File: config.mk
export PLATFORM = sky130hd
export DESIGN_NAME = stream_mux_rr
export DESIGN_NICKNAME = d
export VERILOG_FILES = /design/src/rtl/stream_mux_rr.sv
export SDC_FILE = /design/constraint.sdc
export NUM_CORES = 1
export LEC_CHECK = 0
export BUFFER_PORTS_ARGS = -buffer_cell sky130_fd_sc_hd__buf_2
export CAP_MARGIN = 5
export CORE_MARGIN = 5
export CORE_UTILIZATION = 44
export DETAILED_ROUTE_END_ITERATION = 16
export PLACE_DENSITY = 0.79
export SYNTH_ARGS = -nofsm -noshare
export SYNTH_HDL_FRONTEND = slang
export SYNTH_SLANG_ARGS = --single-unit
File: constraint.sdc
create_clock -name clk -period 4.8 [get_ports clk]
set_clock_uncertainty 0.1 [all_clocks]
set_input_delay 1.44 -clock clk [delete_from_list [all_inputs] [get_ports clk]]
set_output_delay 1.44 -clock clk [all_outputs]
set_load 0.01 [all_outputs]
File: src/rtl/stream_mux_rr.sv
// Purpose: N-to-1 stream multiplexer with fixed-priority, round-robin or manual channel selection.
// Latency: 1 cycle from an input transfer to out_valid; the output register sustains 1 word/cycle.
// Backpressure: while out_valid=1 and out_ready=0 all in_ready bits are 0 and the held word is frozen.
//
// Ports:
//   clk, rst          clock and synchronous active-high reset
//   mode              0/3 fixed priority (lowest index), 1 round-robin, 2 manual (sel)
//   sel               channel index used in manual mode; values >= N never grant
//   in_data/in_valid  channel k occupies in_data[k*W +: W]
//   in_ready          one-hot (or zero) ready back to the granted channel
//   out_data/out_ch   registered word and the channel it came from
//   out_valid/out_ready  downstream handshake
module stream_mux_rr #(
    parameter int N = 4,
    parameter int W = 8,
    localparam int SW = ($clog2(N) > 1) ? $clog2(N) : 1
) (
    input  logic            clk,
    input  logic            rst,
    input  logic [1:0]      mode,
    input  logic [SW-1:0]   sel,
    input  logic [N*W-1:0]  in_data,
    input  logic [N-1:0]    in_valid,
    output logic [N-1:0]    in_ready,
    output logic [W-1:0]    out_data,
    output logic            out_valid,
    input  logic            out_ready,
    output logic [SW-1:0]   out_ch
);

    logic [W-1:0]  r_out_data;
    logic          r_out_valid;
    logic [SW-1:0] r_out_ch;
    logic [SW-1:0] r_ptr;

    logic          w_ld;
    logic          w_grant_vld;
    logic [SW-1:0] w_grant;
    logic          w_in_xfer;

    // The output register can take a new word when empty or being drained this cycle.
    assign w_ld = !r_out_valid | out_ready;

    // Grant selection. Loops run from the far end downward so that the last
    // assignment, i.e. the first match in search order, wins.
    always_comb begin
        w_grant_vld = 1'b0;
        w_grant     = '0;
        case (mode)
            2'd1: begin
                // Round-robin: search upward starting just after the last winner.
                for (int i = N; i >= 1; i--) begin
                    if (in_valid[(int'(r_ptr) + i) % N]) begin
                        w_grant_vld = 1'b1;
                        w_grant     = SW'((int'(r_ptr) + i) % N);
                    end
                end
            end
            2'd2: begin
                if (int'(sel) < N) begin
                    if (in_valid[sel]) begin
                        w_grant_vld = 1'b1;
                        w_grant     = sel;
                    end
                end
            end
            default: begin
                for (int i = N - 1; i >= 0; i--) begin
                    if (in_valid[i]) begin
                        w_grant_vld = 1'b1;
                        w_grant     = SW'(i);
                    end
                end
            end
        endcase
    end

    // in_ready depends on in_valid only through the grant, so at most one bit is set.
    always_comb begin
        in_ready = '0;
        if (!rst && w_ld && w_grant_vld) begin
            in_ready[w_grant] = 1'b1;
        end
    end

    assign w_in_xfer = !rst && w_ld && w_grant_vld;

    always_ff @(posedge clk) begin
        if (rst) begin
            r_out_valid <= 1'b0;
            r_out_data  <= '0;
            r_out_ch    <= '0;
            // Starting at N-1 makes channel 0 the first round-robin winner.
            r_ptr       <= SW'(N - 1);
        end else if (w_in_xfer) begin
            r_out_data  <= in_data[int'(w_grant) * W +: W];
            r_out_ch    <= w_grant;
            r_out_valid <= 1'b1;
            r_ptr       <= w_grant;
        end else if (r_out_valid && out_ready) begin
            // Drained with nothing new: data and channel keep their last values.
            r_out_valid <= 1'b0;
        end
    end

    assign out_data  = r_out_data;
    assign out_valid = r_out_valid;
    assign out_ch    = r_out_ch;

endmodule

==> out/summary.txt, run 1 <==
Ranking of synthesized cells by area - dfxtp_1 (25%), mux2i_1 (17%), a221oi_2 (11%)
Max Fanout on Critical Path - 7
Final std cell area, no fill - 1390 um2
Min Tclk post-route - 4.64 ns
Synth top cells by count - mux2i_1 (18), dfxtp_1 (13), a21oi_1 (11), nor2_1 (11), a221oi_2 (8)
CTS tree - done
Crit path cell chain - buf_2, inv_1, ha_2, nor2_1, a21oi_1, or3_1, and3_1, buf_4, and3_1, buf_2
Critical path launch point type - input pin
Static leakage - 0.699 nW
GPL Wtd Cong - 0.784
Sequential power share - 38.1%
First-pass GRT wire length - 4800 um
Netlist cell types - 40
FILL cells - 212
Crit path max-delay family - simple AND/OR/NAND/NOR gates
Clock Sinks - 13
Total number of vias - 1145
CP arrival - 3.10 ns
Die span in y - 58.8 um
Ratio of final minimum period to clock period - 96.7%
Setup violators final - 0
Vias in the first global route - 1185
Synth top area share - 24.8%
Die Span X - 58.8 um
Mapped Cells - 117
Placement Cell Area - 1360 um2
Switching part of the total - 36.1%
Worst-path clk slew - 0.08 ns
Yosys top cell by area - dfxtp_1
Combinational Power Share - 42.5%
RSZ-0062 raised after global routing - no
Max-Cap Viols - 0
Layout overhead on the synthesized area - 32.8%
Most common cell in the netlist - mux2i_1
Tightest Pin Transition - 0.454 ns
Clk Latency, worst-skew pair - 0.28 ns
Hold crit path type - flip-flop to flip-flop
I/O Buffers - 57
Largest net degree at the start of global routing - 15
Crit path capture type - primary output
Ratio of cells with drive above 1 in the final layout - 45.7%
FMAX - 215 MHz
Fin. Hold Viols - 0
Remaining DRCs - 0
Sw power - 0.130 mW
Slew margin rel. - 69.5%
Synthesized area - 1050 um2
Syn nets - 162
Critical path's slowest cell - or3_1
Crit-path max cell delay - 0.39 ns
WL per Instance - 14.7 um
Row cnt - 17
Synth Flop Type - dfxtp_1
GRT Total Usage - 17.8%
WHS - 0.415 ns
DRT iter0 DRCs - 36
Ports - 58
Final HPWL DP - 2370 um
Cell Pwr Density - 258 nW/um2
Die Area - 3460 um2
Drt total wl - 2980 um
Initial antenna violation count - 0
Synth Warn # - 0
Root buffer cell - clkbuf_4
DRT Pass-1 Iters - 4
Inserted Diodes - 0
Setup TNS - 0 ns
H-tree Lvls - 1
Syn_area_per_cell - 8.97 um2
GRT Residual Overflow - 0
Asr flop ratio synth - 0%
Final ANT Viol Nets - 0
Core area - 2250 um2
Count of pins over their slew limit - 0
Nets - 221
Synthesized flop and latch total - 13
Register area share after synthesis - 24.8%
Critical path class - input pin to primary output
Cell internal pwr - 0.230 mW
Via/cell ratio - 5.64
Post-CTS setup buffer count - 0
Maximum buffer depth of the clock tree - 2
Max VDD drop - 0.000166 V
Status - complete, no violations
Initial core utilization - 46.6%
Number of synthesized flops with an enable pin - 0
CP required - 3.26 ns
Power share of the clock group - 19.4%
WP buf/inv - 4
CTS buffer count - 3
==> cell usage in the layout, fill, tap and decap left out, drive strengths merged, types with 4 or more instances in the layout <==
cell	netlist	final
nor2	11	11
mux2i	18	18
clkbuf	2	4
inv	5	5
o21ai	7	7
a221oi	9	9
dfxtp	13	13
buf	6	62
a21oi	11	11
nor2b	4	4
nand2	4	4
==> routing by layer <==
layer	GRT usage, %	share of wire [%]	vias up
met2	28.5	46	56
met5	0	0	-
met1	20.2	40	520
met4	11.0	2.2	0
met3	5.70	11	8
li1	-	-	561
==> tightest hold or removal path: stages (launching register included) <==
cell	delay, ns
dfxtp_1	0.33
o21ai_0	0.08
nor2_1	0.07
==> logic make-up after synthesis <==
group | share of synthesized area, %
xor+xnor | 0.834
fa+ha+maj | 2.38
buf+inv | 6.43
mux | 19.7
flops | 24.8
compound gates | 26.7
simple gates | 19.2
==> power by group through the flow <==
stage                     Sequential, mW  Combinational (mW)  Clock, mW
after floorplan                    0.144              0.0940          0
after detailed placement           0.139               0.151          0
after global placement             0.139               0.146          0
after CTS                          0.137               0.153     0.0695
after global routing               0.139               0.167     0.0761
final                              0.137               0.153     0.0698
==> sequential cells by signal, indices dropped and copies added (netlist names) <==
register / flops
out_data: 8
out_ch: 2
r_ptr: 2
out_valid: 1
==> final cells by class <==
cell class / instances / area (um2) / share of cell area (%)
Tap cell: 28 / 35.0 / 2.51
Multi-Input combinational cell: 91 / 731 / 52.4
Clock buffer: 4 / 26.3 / 1.89
Sequential cell: 13 / 260 / 18.7
Inverter: 5 / 18.8 / 1.35
Timing Repair Buffer: 62 / 323 / 23.2
==> final timing paths <==
kind | slack, ns | startpoint | cells after the start | end
max | 0.16 | mode[0] | 10 | in_ready[3]
max reg2reg | 2.20 | r_ptr[0]$_SDFFE_PP1P_ | 7 | out_data[7]$_SDFFE_PP0P_
min reg2reg | 0.41 | out_ch[0]$_SDFFE_PP0P_ | 2 | out_ch[0]$_SDFFE_PP0P_
min | 0.41 | out_ch[0]$_SDFFE_PP0P_ | 2 | out_ch[0]$_SDFFE_PP0P_
==> through the flow <==
stage	setup slack, ns	util [%]	instances	total power [mW]
floorplan	0.189	-	117	0.238
global placement	0.161	60.3	199	0.285
detailed placement	0.124	60.3	199	0.290
CTS	0.109	61.4	203	0.359
global route	0.0271	61.8	203	0.382
finish	0.158	61.8	203	0.360
==> timing repair <==
item | CTS | global route
resized for setup | 0 | 2
hold buffers | 0 | 0
setup endpoints to repair | 0 | 2
(Power assumes the default switching activity.)
==> run 2: changes to the inputs <==
--- a/config.mk
+++ b/config.mk
@@ -10,7 +10,7 @@
 export CORE_MARGIN = 5
 export CORE_UTILIZATION = 44
 export DETAILED_ROUTE_END_ITERATION = 16
-export PLACE_DENSITY = 0.79
+export PLACE_DENSITY = 0.81
 export SYNTH_ARGS = -nofsm -noshare
 export SYNTH_HDL_FRONTEND = slang
 export SYNTH_SLANG_ARGS = --single-unit
==> run 2 against run 1 <==
Via count down 1.7%. Global-route usage up 0.058 points. Largest cell class unchanged. Largest power group unchanged. Non-clock buffer count unchanged. Wire length down 0.54%.
==> out/summary.txt, run 2 (same netlist as run 1, synthesis figures left out) <==
Static leakage - 0.701 nW (+0.23%)
Inserted Diodes - 0 (unchanged)
Place WS - 0.104 ns (-0.0194 ns)
Initial antenna violation count - 0 (unchanged)
Crit-path max cell delay - 0.37 ns (-0.02 ns)
Crit path capture type - primary output
Largest net degree at the start of global routing - 15 (unchanged)
Top layer in use - met4
Worst reg-to-reg path cell count - 7 (unchanged)
Core area - 2250 um2 (unchanged)
RSZ-0062 raised after global routing - no
Vias in the first global route - 1094 (-7.7%)
Fin. Hold Viols - 0 (unchanged)
Critical path's slowest cell - ha_1
CTS tree - done
Layout overhead on the synthesized area - 32.5%
RR Endpoint - out_data[7]$_SDFFE_PP0P_
H-tree Lvls - 1 (unchanged)
DRT Pass-1 Iters - 4 (unchanged)
FILL cells - 222 (+4.7%)
Max-Cap Viols - 0 (unchanged)
Hold Path Sink - out_ch[0]$_SDFFE_PP0P_
Ratio of final minimum period to clock period - 97.9% (+1.2 points)
Cell internal pwr - 0.230 mW (-0.16%)
Critical path launch point type - input pin
Remaining DRCs - 0 (unchanged)
First-pass GRT wire length - 4770 um (-0.58%)
Status - complete, no violations
Clk Latency, worst-skew pair - 0.28 ns (about the same)
Clock Sinks - 13 (unchanged)
HP Start - out_ch[0]$_SDFFE_PP0P_
GPL Wtd Cong - 0.911 (+16%)
Critical path class - input pin to primary output
Die span in y - 58.8 um (unchanged)
Setup violators final - 0 (unchanged)
WP buf/inv - 3 (-1)
Cell Pwr Density - 258 nW/um2 (-0.14%)
GRT Total Usage - 17.8% (+0.058 points)
Setup ws final - 0.0999 ns (-0.0580 ns)
Ports - 58 (unchanged)
Row cnt - 17 (unchanged)
Hold crit path type - flip-flop to flip-flop
Routed met2 length - 1410 um (+2.7%)
WL met1 - 1170 um (-2.7%)
FMAX - 213 MHz (-1.2%)
Sw power - 0.129 mW (-0.61%)
Final HPWL DP - 2340 um (-1.6%)
Most frequent cells in the layout - buf_2 (57), mux2i_1 (18), dfxtp_1 (13)
Power share of the clock group - 19.5% (about the same)
Count of pins over their slew limit - 0 (unchanged)
Die Area - 3460 um2 (unchanged)
Setup TNS - 0 ns (unchanged)
CTS buffer count - 3 (unchanged)
CP arrival - 3.16 ns (+0.06 ns)
R2r setup slk - 2.17 ns (-0.03 ns)
Crit path max-delay family - compound AO/OA/AOI/OAI gates
Root buffer cell - clkbuf_4
CTS Hold Bufs - 0 (unchanged)
Via/cell ratio - 5.55 (-1.7%)
Fin util - 61.7% (-0.11 points)
Max VDD drop - 0.000188 V (+14%)
Die Span X - 58.8 um (unchanged)
Total number of vias - 1126 (-1.7%)
Most common cell after layout, fill and taps aside - buf_2
WHS - 0.422 ns (+0.00762 ns)
Crit path cell chain - buf_2, inv_1, ha_1, nor2b_1, o21ai_1, a221oi_1, a311o_1, and2_1, nor2b_1, buf_2
Initial core utilization - 46.6% (unchanged)
DRT iter0 DRCs - 23 (-36%)
Maximum buffer depth of the clock tree - 2 (unchanged)
Combinational Power Share - 42.2% (-0.3 points)
Slew margin rel. - 70.9% (+1.4 points)
Ratio of cells with drive above 1 in the final layout - 45.1% (-0.57 points)
Worst-path clk slew - 0.07 ns (about the same)
Drt total wl - 2960 um (-0.54%)
WL per Instance - 14.6 um (-0.54%)
Nets - 221 (unchanged)
Final ANT Viol Nets - 0 (unchanged)
I/O Buffers - 57 (unchanged)
Critical Path Source - mode[0]
R2R Path Start - r_ptr[0]$_SDFFE_PP1P_
Min Tclk post-route - 4.70 ns (+0.0580 ns)
Sequential power share - 38.3% (+0.2 points)
Largest register FFs - 8 (unchanged)
Max Fanout on Critical Path - 7 (unchanged)
Met3 WL - 324 um (-1.5%)
GRT Residual Overflow - 0 (unchanged)
Switching part of the total - 36.0% (-0.10 points)
CP required - 3.26 ns (about the same)
WHS Path Cells - 2 (unchanged)
Tightest Pin Transition - 0.433 ns (-0.0208 ns)
## run 2: cell counts in the layout (fill, tap and decap cells not counted)
No cell type changed its count.
## run 2: metal layers
layer,track usage (%),vias up
met2,28.7,57
li1,-,551
met5,0,-
met1,21.0,513
met4,8.74,0
met3,5.92,5
## run 2: through the flow
step	power [mW]	instance area, um2	instances
after floorplan	0.238	1050	117
after global placement	0.284	1360	199
after detailed placement	0.290	1360	199
after CTS	0.360	1390	203
after global routing	0.382	1390	203
final	0.359	1390	203
## run 2: layout make-up
cell class	count	area (um2)	share of cell area, %
clock buffers	4	26.3	1.89
inverters	5	18.8	1.35
multi-input cells	91	728	52.3
flip-flops and latches	13	260	18.7
well taps	28	35.0	2.52
repair buffers	62	323	23.2
## run 2: how the worst max path moves through the flow
stage,to,depth (start not counted)
floorplan,in_ready[2],8
global placement,in_ready[2],10
detailed placement,in_ready[2],9
CTS,in_ready[2],9
global route,in_ready[2],10
finish,in_ready[2],10
## run 2: power by group through the flow
stage | Sequential, mW | Clock (mW) | Combinational, mW
6_report | 0.137 | 0.0699 | 0.151
5_1_grt | 0.140 | 0.0774 | 0.164
4_1_cts | 0.137 | 0.0710 | 0.151
3_5_place_dp | 0.139 | 0 | 0.150
3_3_place_gp | 0.138 | 0 | 0.146
2_1_floorplan | 0.144 | 0 | 0.0940
## run 2: what timing repair did
| item | in CTS | in global routing |
|---|---|---|
| endpoints found under the setup margin | 0 | 2 |
| gates resized for setup | 0 | 1 |
| setup buffers | 0 | 0 |
## run 2: worst min-delay path, stage by stage (launching register included)
cell     delay (ns)
dfxtp_1        0.33
o21ai_0        0.08
nor2_1         0.08
